## src/rtl/snn_neuron_sequencer_pkg.sv

```systemverilog
// Shared types and default parameters for the time-multiplexed
// integrate-and-fire neuron sequencer.
package snn_pkg;

    // RUN accepts weights; EMIT holds one spike event until it is taken.
    typedef enum logic {
        RUN  = 1'b0,
        EMIT = 1'b1
    } state_t;

    localparam int DEF_N_NEURONS = 4;
    localparam int DEF_WIDTH     = 8;
    localparam int DEF_THRESHOLD = 128;

endpackage

```

## src/rtl/snn_neuron_sequencer_if.sv

```systemverilog
// Weight input stream, spike-event output stream and timestep status
// of the neuron sequencer, bundled as one interface.
interface snn_neuron_sequencer_if
    import snn_pkg::*;
#(
    parameter int N_NEURONS = DEF_N_NEURONS,
    parameter int WIDTH     = DEF_WIDTH
);
    localparam int AW = $clog2(N_NEURONS);
    localparam int CW = $clog2(N_NEURONS + 1);

    logic             in_valid;
    logic             in_ready;
    logic [WIDTH-1:0] in_weight;
    logic             ev_valid;
    logic             ev_ready;
    logic [AW-1:0]    ev_addr;
    logic             step_done;
    logic [CW-1:0]    step_spikes;

    // Weight source and spike consumer side.
    modport master (
        output in_valid, in_weight, ev_ready,
        input  in_ready, ev_valid, ev_addr, step_done, step_spikes
    );

    // Sequencer side.
    modport slave (
        input  in_valid, in_weight, ev_ready,
        output in_ready, ev_valid, ev_addr, step_done, step_spikes
    );

endinterface

```

## src/rtl/snn_neuron_sequencer_if_datapath.sv

```systemverilog
// Shared integrate/compare/subtract datapath. Purely combinational:
// adds the weight to the membrane, decides whether the neuron fires and
// produces the next membrane value (reset-by-subtraction, saturated).
module if_datapath #(
    parameter int WIDTH     = 8,
    parameter int THRESHOLD = 128
) (
    input  logic [WIDTH-1:0] mem,
    input  logic [WIDTH-1:0] weight,
    output logic             fire,
    output logic [WIDTH-1:0] mem_next
);
    localparam logic [WIDTH:0] TH = (WIDTH + 1)'(THRESHOLD);

    logic [WIDTH:0] sum;
    logic [WIDTH:0] diff;

    // Sum in WIDTH+1 bits; a firing residue can still exceed WIDTH bits.
    always_comb begin
        sum  = {1'b0, mem} + {1'b0, weight};
        diff = sum - TH;
        fire = (sum >= TH);
        if (fire) begin
            mem_next = diff[WIDTH] ? {WIDTH{1'b1}} : diff[WIDTH-1:0];
        end else begin
            mem_next = sum[WIDTH-1:0];
        end
    end

endmodule

```

## src/rtl/snn_neuron_sequencer.sv

```systemverilog
// Time-multiplexed integrate-and-fire controller: one weight per neuron
// per timestep, round-robin, spikes emitted as AER events.
//
// state | meaning
// ------+-----------------------------------------------------------
// RUN   | in_ready=1, accept a weight for neuron idx each cycle
// EMIT  | in_ready=0, ev_valid=1, hold ev_addr until ev_ready
module snn_neuron_sequencer
    import snn_pkg::*;
#(
    parameter int N_NEURONS = DEF_N_NEURONS,
    parameter int WIDTH     = DEF_WIDTH,
    parameter int THRESHOLD = DEF_THRESHOLD
) (
    input  logic                  clk,
    input  logic                  rst_n,
    input  logic                  clr,
    snn_neuron_sequencer_if.slave bus
);
    localparam int AW = $clog2(N_NEURONS);
    localparam int CW = $clog2(N_NEURONS + 1);
    localparam logic [AW-1:0] LAST_IDX = AW'(N_NEURONS - 1);

    state_t           state;
    logic [AW-1:0]    idx;
    logic [WIDTH-1:0] mem [N_NEURONS];
    logic [CW-1:0]    run_cnt;
    logic             in_ready_q;
    logic             ev_valid_q;
    logic [AW-1:0]    ev_addr_q;
    logic             step_done_q;
    logic [CW-1:0]    step_spikes_q;

    logic             fire;
    logic [WIDTH-1:0] mem_next;
    logic             last;

    if_datapath #(
        .WIDTH     (WIDTH),
        .THRESHOLD (THRESHOLD)
    ) u_datapath (
        .mem      (mem[idx]),
        .weight   (bus.in_weight),
        .fire     (fire),
        .mem_next (mem_next)
    );

    // Last neuron of the timestep is being visited.
    always_comb begin
        last = (idx == LAST_IDX);
    end

    // FSM, membrane array, index, counters and registered handshakes.
    always_ff @(posedge clk or negedge rst_n) begin
        if (!rst_n) begin
            state         <= RUN;
            idx           <= '0;
            run_cnt       <= '0;
            in_ready_q    <= 1'b1;
            ev_valid_q    <= 1'b0;
            ev_addr_q     <= '0;
            step_done_q   <= 1'b0;
            step_spikes_q <= '0;
            for (int i = 0; i < N_NEURONS; i++) begin
                mem[i] <= '0;
            end
        end else if (clr) begin
            // step_spikes survives a clear; everything else restarts.
            state       <= RUN;
            idx         <= '0;
            run_cnt     <= '0;
            in_ready_q  <= 1'b1;
            ev_valid_q  <= 1'b0;
            step_done_q <= 1'b0;
            for (int i = 0; i < N_NEURONS; i++) begin
                mem[i] <= '0;
            end
        end else begin
            step_done_q <= 1'b0;
            case (state)
                RUN: begin
                    if (bus.in_valid) begin
                        mem[idx] <= mem_next;
                        idx      <= last ? '0 : idx + 1'b1;
                        if (fire) begin
                            ev_addr_q  <= idx;
                            ev_valid_q <= 1'b1;
                            in_ready_q <= 1'b0;
                            state      <= EMIT;
                        end
                        if (last) begin
                            step_spikes_q <= run_cnt + CW'(fire);
                            run_cnt       <= '0;
                            step_done_q   <= 1'b1;
                        end else if (fire) begin
                            run_cnt <= run_cnt + 1'b1;
                        end
                    end
                end
                EMIT: begin
                    if (bus.ev_ready) begin
                        ev_valid_q <= 1'b0;
                        in_ready_q <= 1'b1;
                        state      <= RUN;
                    end
                end
                default: begin
                    ev_valid_q <= 1'b0;
                    in_ready_q <= 1'b1;
                    state      <= RUN;
                end
            endcase
        end
    end

    assign bus.in_ready    = in_ready_q;
    assign bus.ev_valid    = ev_valid_q;
    assign bus.ev_addr     = ev_addr_q;
    assign bus.step_done   = step_done_q;
    assign bus.step_spikes = step_spikes_q;

endmodule

```

## src/flat_wrapper.sv

```systemverilog
// flat-port wrapper written by rule: the top's interface ports become plain ports
module snn_neuron_sequencer_flat import snn_pkg::*;
#(
    parameter int N_NEURONS = DEF_N_NEURONS,
    parameter int WIDTH     = DEF_WIDTH,
    parameter int THRESHOLD = DEF_THRESHOLD
)
  (clk, rst_n, clr, bus_in_valid, bus_in_weight, bus_ev_ready, bus_in_ready, bus_ev_valid, bus_ev_addr, bus_step_done, bus_step_spikes);
  snn_neuron_sequencer_if #(.N_NEURONS(N_NEURONS), .WIDTH(WIDTH)) bus_i ();
  input  logic clk;
  input  logic rst_n;
  input  logic clr;
  input wire logic [$bits(bus_i.in_valid)-1:0] bus_in_valid;
  input wire logic [$bits(bus_i.in_weight)-1:0] bus_in_weight;
  input wire logic [$bits(bus_i.ev_ready)-1:0] bus_ev_ready;
  output wire logic [$bits(bus_i.in_ready)-1:0] bus_in_ready;
  output wire logic [$bits(bus_i.ev_valid)-1:0] bus_ev_valid;
  output wire logic [$bits(bus_i.ev_addr)-1:0] bus_ev_addr;
  output wire logic [$bits(bus_i.step_done)-1:0] bus_step_done;
  output wire logic [$bits(bus_i.step_spikes)-1:0] bus_step_spikes;
  assign bus_i.in_valid = bus_in_valid;
  assign bus_i.in_weight = bus_in_weight;
  assign bus_i.ev_ready = bus_ev_ready;
  assign bus_in_ready = bus_i.in_ready;
  assign bus_ev_valid = bus_i.ev_valid;
  assign bus_ev_addr = bus_i.ev_addr;
  assign bus_step_done = bus_i.step_done;
  assign bus_step_spikes = bus_i.step_spikes;
  snn_neuron_sequencer #(.N_NEURONS(N_NEURONS), .WIDTH(WIDTH), .THRESHOLD(THRESHOLD)) u_core (.clk(clk), .rst_n(rst_n), .clr(clr), .bus(bus_i));
endmodule
```

## config.mk

```make
export PLATFORM = sky130hd
export DESIGN_NAME = snn_neuron_sequencer_flat
export DESIGN_NICKNAME = d
export VERILOG_FILES = /design/src/rtl/snn_neuron_sequencer_pkg.sv /design/src/rtl/snn_neuron_sequencer_if.sv /design/src/rtl/snn_neuron_sequencer_if_datapath.sv /design/src/rtl/snn_neuron_sequencer.sv /design/src/flat_wrapper.sv
export SDC_FILE = /design/constraint.sdc
export NUM_CORES = 1
export LEC_CHECK = 0
export ABC_AREA = 0
export BUFFER_PORTS_ARGS = -buffer_cell sky130_fd_sc_hd__buf_2
export CAP_MARGIN = 0
export CORE_MARGIN = 3
export CORE_UTILIZATION = 64
export DETAILED_ROUTE_END_ITERATION = 7
export PLACE_DENSITY = 0.81
export SYNTH_ARGS = -nofsm -noshare
export SYNTH_HDL_FRONTEND = slang
export SYNTH_SLANG_ARGS = --single-unit
```

## constraint.sdc

```tcl
create_clock -name clk -period 6.9 [get_ports clk]
set_input_delay 0.69 -clock clk [delete_from_list [all_inputs] [get_ports clk]]
set_output_delay 0.69 -clock clk [all_outputs]
set_load 0.03 [all_outputs]
```

After elaboration in Yosys (flattened, before gate mapping)
Cells that the tools add are included.
{ "totals": {"word_cells": 75, "rom_bits": 0, "latch_bits": 0, "ramBits": 0, "n_memories": 0, "out_inout_bits": 8, "ff_bits": 46} }
{ "classes": {"n_bitwise": 3, "addsub": 5, "eq_ne": 5, "n_div": 0, "order_cmp": 3, "n_reduce_logical": 8, "shift": 0, "n_mux": 39, "n_mul": 0} }
{ "ops": {"columns": ["op", "count"], "rows": [
  ["32-bit 2-to-1 mux", 3],
  ["8-bit 2-to-1 mux", 5],
  ["32-bit bitwise mux", 1],
  ["8-bit binary-select mux with 2-bit select", 1],
  ["8-bit demux with 2-bit select", 1],
  ["1-bit 2-to-1 mux", 16],
  ["3-bit 2-to-1 mux", 5],
  ["8-bit by 8-bit adder with 9-bit output", 1],
  ["9-bit by 8-bit >= comparator with 1-bit output, second input constant", 1],
  ["9-bit by 8-bit subtractor with 9-bit output, second input constant", 1],
  ["2-bit 2-to-1 mux", 4],
  ["4-bit AND reduction", 2],
  ["3-bit inequality test, second input constant", 2],
  ["1-bit one-hot mux with 2 select lines", 3],
  ["3-bit AND reduction", 2],
  ["3-bit by 1-bit adder with 3-bit output", 1],
  ["3-bit by 1-bit adder with 3-bit output, second input constant", 1],
  ["3-bit >= comparator, second input constant", 1],
  ["3-bit by 1-bit < comparator with 1-bit output, second input constant", 1],
  ["3-bit by 2-bit inequality test with 1-bit output, second input constant", 1],
  ["2-bit inverter with 3-bit output", 1],
  ["3-bit nonzero test", 1],
  ["2-bit by 1-bit adder with 2-bit output, second input constant", 1],
  ["2-bit == test, second input constant", 1],
  ["other kinds (5)", 6]
]} }

Logic depth before layout (Yosys ltp)
{ "logic_depth": {"ltp_word": 12, "depth_mapped": 16, "mapped_depth_nobuf": 14} }

Modules after synthesis
A second synthesis with hierarchy kept.
{ "unflattened": {"cells_unflattened": 282, "area_unflattened_um2": 2740.1} }
{ "modules_own_cells": {"columns": ["mod", "n_inst", "cells_per_inst", "area_per_inst_um2"], "rows": [
  ["snn_neuron_sequencer", 1, 203, 2169.6],
  ["if_datapath", 1, 79, 570.5]
]} }

Worst setup path after synthesis
No wires, ideal clock.
{ "synth_timing": {"path_kind": "reg2reg", "startpoint": "register u_core.idx[0]", "endpoint": "register u_core.step_spikes_q[2], in the netlist u_core.bus.step_spikes[2]", "path_stages_with_launch": 16, "synth_period_minus_slack_ns": 3.954, "arrival_time_ns": 3.824, "setup_time_ns": 0.130, "path_slack_ns": 2.946, "path_cell_list": "dfrtp_1 > buf_1 > mux4_2 > ha_1 > a21o_1 > a31o_1 > or2_1 > o311ai_2 > ha_1 > inv_1 > a31oi_2 > buf_4 > nor2b_1 > ha_1 > xnor2_1 > o21ai_0"} }
{ "synth_via": {"elab_chain_cells": 7, "elab_cells_between_ends": 9} }
{ "synth_lines": {"columns": ["element", "line_no", "rtl"], "rows": [
  ["start: declaration", "snn_neuron_sequencer.sv:25", "logic [AW-1:0] idx;"],
  ["start signal: assignment", "snn_neuron_sequencer.sv:84", "idx <= last ? '0 : idx + 1'b1;"],
  ["2-bit inverter with 3-bit output (implied by the code)", "snn_neuron_sequencer.sv:42", ".mem (mem[idx]),"],
  ["8-bit binary-select mux with 2-bit select", "snn_neuron_sequencer.sv:42", null],
  ["8-bit 2-to-1 mux (implied by the code) (2 in a row)", "snn_neuron_sequencer.sv:42", null],
  ["8-bit by 8-bit adder with 9-bit output", "snn_neuron_sequencer_if_datapath.sv:20", "sum = {1'b0, mem} + {1'b0, weight};"],
  ["9-bit by 8-bit >= comparator with 1-bit output", "snn_neuron_sequencer_if_datapath.sv:22", "fire = (sum >= TH);"],
  ["3-bit by 1-bit adder with 3-bit output", "snn_neuron_sequencer.sv:92", "step_spikes_q <= run_cnt + CW'(fire);"],
  ["end signal: assignment", "snn_neuron_sequencer.sv:92", null],
  ["end: declaration", "snn_neuron_sequencer.sv:32", "logic [CW-1:0] step_spikes_q;"]
]} }
Parallel ways exist; a longest one is shown, timed or not. The select of a mux whose other input is x is not followed.
A chain may end at the register's enable or synchronous reset.

Final worst setup path
{ "layout_timing": {"startpoint": "register u_core.idx[0]", "endpoint": "register u_core.mem[22] (netlist bit)"} }
{ "layout_via": {"elab_chain_cells": 12, "elab_cells_between_ends": 18} }
{ "layout_lines": {"columns": ["element", "line_no", "rtl"], "rows": [
  ["2-bit inverter with 3-bit output (implied by the code) *", "snn_neuron_sequencer.sv:42, snn_neuron_sequencer.sv:83", null],
  ["8-bit binary-select mux with 2-bit select", "snn_neuron_sequencer.sv:42", null],
  ["8-bit 2-to-1 mux (implied by the code) (2 in a row)", "snn_neuron_sequencer.sv:42", null],
  ["8-bit by 8-bit adder with 9-bit output", "snn_neuron_sequencer_if_datapath.sv:20", null],
  ["9-bit by 8-bit subtractor with 9-bit output", "snn_neuron_sequencer_if_datapath.sv:21", "diff = sum - TH;"],
  ["8-bit 2-to-1 mux", "snn_neuron_sequencer_if_datapath.sv:24", "mem_next = diff[WIDTH] ? {WIDTH{1'b1}} : diff[WIDTH-1:0];"],
  ["8-bit 2-to-1 mux", "snn_neuron_sequencer_if_datapath.sv:23", "if (fire) begin"],
  ["32-bit bitwise mux *", "snn_neuron_sequencer.sv:83", "mem[idx] <= mem_next;"],
  ["32-bit 2-to-1 mux *", "snn_neuron_sequencer.sv:82", "if (bus.in_valid) begin"],
  ["32-bit 2-to-1 mux *", "snn_neuron_sequencer.sv:80", "case (state)"],
  ["32-bit 2-to-1 mux *", "snn_neuron_sequencer.sv:67", "end else if (clr) begin"],
  ["end signal: indexed assignment", "snn_neuron_sequencer.sv:83", null],
  ["end: declaration", "snn_neuron_sequencer.sv:26", "logic [WIDTH-1:0] mem [N_NEURONS];"]
]} }
Mark *: on every way between the ends. The rest lies on a longest branch, timed or not. The select of a mux whose other input is x is not followed.

==> insert_results.sql <==
INSERT INTO impl_metrics (metric_group, metric, value, unit) VALUES
('synth', 'synthesis.area', '2510', 'sq um'),
('global_route', 'first_global_vias', '1873', ''),
('worst_hold_path', 'whs_path_depth', '2', ''),
('status', 'outcome', 'completed', ''),
('synth', 'portion_of_the_post_synthesis_area_used_by_sequential_elements', '45.8', '%'),
('global_route', 'grt_max_degree', '47', ''),
('synth', 'syn_nets', '247', ''),
('place', 'dp_worst_setup_slack', '2520', 'ps'),
('synth', 'synth_top_area_cell', 'sky130_fd_sc_hd__dfrtp_1', ''),
('timing', 'setup_viol', '0', ''),
('detailed_routing', 'remaining_drc_errors', '0', ''),
('global_route', 'grt_util_all_layers', '26.9', '%'),
('clock_network', 'cts_tree', 'done', ''),
('setup_path', 'startpoint_type', 'flip-flop', ''),
('clock_network', 'cts-root-buf', 'sky130_fd_sc_hd__clkbuf_8', ''),
('place', 'placed_cells', '277', ''),
('floorplan', 'die_width', '68.7', 'um'),
('place', 'io_buffer_count', '20', ''),
('pwr', 'powerDensity', '403', 'nW/um^2'),
('synth', 'ys_types', '46', ''),
('cells_and_area', 'layout.cells.most_common_list', 'sky130_fd_sc_hd__dfrtp_1, sky130_fd_sc_hd__a22o_1, sky130_fd_sc_hd__buf_2', ''),
('cells_and_area', 'antennaDiodeCount', '0', ''),
('cells_and_area', 'fin_nets', '266', ''),
('detailed_routing', 'dr_total_vias', '1873', ''),
('timing', 'final-hold-violation-count', '0', ''),
('synth', 'synth_area_per_cell', '11.6', 'sq um'),
('timing', 'period_share', '63.9', '%'),
('cells_and_area', 'final_cells', '285', ''),
('synth', 'synthesis.yosys.warnings', '0', ''),
('synth', 'asyncSetResetFlopFracSynth', '100', '%'),
('floorplan', 'num_rows', '22', ''),
('timing', 'rsz0062_at_grt', 'false', ''),
('global_route', 'grt_antenna_before_repair', '0', ''),
('clock_network', 'cts_htree_levels', '2', ''),
('worst_hold_path', 'worstHoldStart', 'u_core.bus.step_spikes[2]', ''),
('synth', 'synth.top_cells.by_area', 'sky130_fd_sc_hd__dfrtp_1, sky130_fd_sc_hd__a22o_1, sky130_fd_sc_hd__ha_1', ''),
('timing', 'post-route-worst-setup-slack', '2490', 'ps'),
('timing', 'worst-slew-pin-transition', '989', 'ps'),
('timing', 'drv_slew', '0', ''),
('timing', 'slew_headroom', '34.1', '%'),
('cells_and_area', 'syn2layout_area_growth', '8.66', '%'),
('global_route', 'global_route_wire_length_before_repair', '9.11', 'mm'),
('setup_path', 'worstPathRequired', '7090', 'ps'),
('clock_network', 'clk_transition_reported_paths', '80', 'ps'),
('floorplan', 'chipHeight', '68.7', 'um'),
('detailed_routing', 'drt-initial-drc-count', '205', ''),
('timing', 'fmax', '227', 'MHz'),
('synth', 'synth-main-ff-cell', 'sky130_fd_sc_hd__dfrtp_1', ''),
('synth', 'ys_seq_elements', '46', ''),
('floorplan', 'floorplan.initialDensity', '67.6', '%'),
('cells_and_area', 'final_layout_size_suffix_gt1_share', '19.4', '%'),
('place', 'globalplace.congestion', '0.868', ''),
('detailed_routing', 'via_density_per_instance', '6.57', ''),
('floorplan', 'io-pin-count', '21', ''),
('floorplan', 'placeableCoreArea', '3720', 'sq um'),
('setup_path', 'critPathKind', 'flip-flop to flip-flop', ''),
('worst_hold_path', 'worst_hold_path.endpoint', 'u_core.bus.step_spikes[2]', ''),
('setup_path', 'critical_path.endpoint_type', 'flip-flop', ''),
('clock_network', 'cts.path.max_buffers', '2', ''),
('setup_path', 'critPathMaxFanout', '16', ''),
('setup_path', 'r2r_end', 'u_core.mem[22]', ''),
('detailed_routing', 'antenna_left', '0', ''),
('pwr', 'vdd_ir_drop_max', '0.000233', 'V'),
('worst_hold_path', 'hold_path_class', 'flip-flop to flip-flop', ''),
('detailed_routing', 'wire_per_inst', '19.4', 'um'),
('clock_network', 'postCtsHoldBufs', '0', ''),
('clock_network', 'tritoncts_num_sinks', '46', ''),
('cells_and_area', 'layout.cells.most_common', 'sky130_fd_sc_hd__dfrtp_1', ''),
('clock_network', 'numCtsBuffers', '5', ''),
('clock_network', 'clock_latency', '290', 'ps'),
('pwr', 'fin_total_pwr', '1.10', 'mW');
[cells in the mapped netlist (2+ instances only)]
cell type	number
sky130_fd_sc_hd__nor2b_1	4
sky130_fd_sc_hd__or3_1	3
sky130_fd_sc_hd__buf_1	4
sky130_fd_sc_hd__nor3b_1	2
sky130_fd_sc_hd__inv_1	7
sky130_fd_sc_hd__and3_1	4
sky130_fd_sc_hd__dfrtp_1	45
sky130_fd_sc_hd__mux2_2	2
sky130_fd_sc_hd__a21oi_1	14
sky130_fd_sc_hd__clkbuf_1	3
sky130_fd_sc_hd__mux4_2	8
sky130_fd_sc_hd__nor2_1	4
sky130_fd_sc_hd__nand3_1	2
sky130_fd_sc_hd__xnor2_1	5
sky130_fd_sc_hd__o21bai_1	4
sky130_fd_sc_hd__a22o_1	28
sky130_fd_sc_hd__o21ai_0	17
sky130_fd_sc_hd__a21o_1	3
sky130_fd_sc_hd__nand2_1	15
sky130_fd_sc_hd__ha_1	16
sky130_fd_sc_hd__a31o_2	2
[power by group]
group,internal (mW),switching (mW)
sequential,0.327,0.0524
clock,0.0808,0.0848
combinational,0.222,0.333
[final cells by class]
type,instances,area [sq um]
tap,48,60.1
sequential,46,1150
inverter,9,33.8
multi-input combinational,154,1290
fill,268,985
timing repair buffer,20,100
clock buffer,7,86.3
clock inverter,1,5.00
[worst max-delay path, stage by stage (launching register included)]
cell and delay (ps):
sky130_fd_sc_hd__dfrtp_1 790, sky130_fd_sc_hd__mux4_2 580, sky130_fd_sc_hd__ha_1 350, sky130_fd_sc_hd__a21o_1 230, sky130_fd_sc_hd__a31o_1 240, sky130_fd_sc_hd__or2_1 250
sky130_fd_sc_hd__o311ai_2 290, sky130_fd_sc_hd__ha_1 210, sky130_fd_sc_hd__inv_1 90, sky130_fd_sc_hd__a31oi_2 610, sky130_fd_sc_hd__o21ai_0 340, sky130_fd_sc_hd__a22o_1 310
[logic make-up after synthesis]
family	share of synthesized area (%)
AO/OA/AOI/OAI	23.0
XOR/XNOR	2.09
adder cells (fa/ha/maj)	8.76
buffers and inverters	2.69
flip-flops	45.8
multiplexers	8.46
AND/OR/NAND/NOR	9.11
[worst max-delay path by stage]
stage | from | endpoint | slack, ps | cells after the start
3_3_place_gp | u_core.idx[0] | u_core.mem[6] | 2630 | 11
3_5_place_dp | u_core.idx[0] | u_core.mem[6] | 2520 | 11
6_report | u_core.idx[0] | u_core.mem[22] | 2490 | 11
4_1_cts | u_core.idx[0] | u_core.mem[22] | 2490 | 11
2_1_floorplan | u_core.idx[0] | u_core.bus.step_spikes[2] | 2950 | 15
5_1_grt | u_core.idx[0] | u_core.mem[2] | 2150 | 11
[stage by stage]
stage	hold WS [ps]	area [sq um]	util (%)
global placement	455	2640	71.0
CTS	495	2730	73.5
detailed placement	477	2640	71.0
global route	511	2730	73.5
finish	491	2730	73.5
floorplan	394	2510	-
[state kept, by name, indices dropped and copies added (netlist names)]
| signal | flops |
|---|---|
| u_core.bus.ev_addr | 2 |
| u_core.bus.step_spikes | 3 |
| u_core.idx | 2 |
| u_core.run_cnt | 3 |
| u_core.state | 1 |
| u_core.bus.in_ready | 1 |
| u_core.bus.step_done | 1 |
| u_core.mem | 32 |
| u_core.bus.ev_valid | 1 |
[metal layers]
layer / GRT usage, % / share of wire (%) / vias up
li1: - / - / 863
met1: 36.2 / 45 / 925
met2: 41.1 / 47 / 76
met3: 7.62 / 6.7 / 9
met4: 10.4 / 1.4 / 0
met5: 0 / 0 / -
No activity file was read; power rests on OpenSTA's default activity.
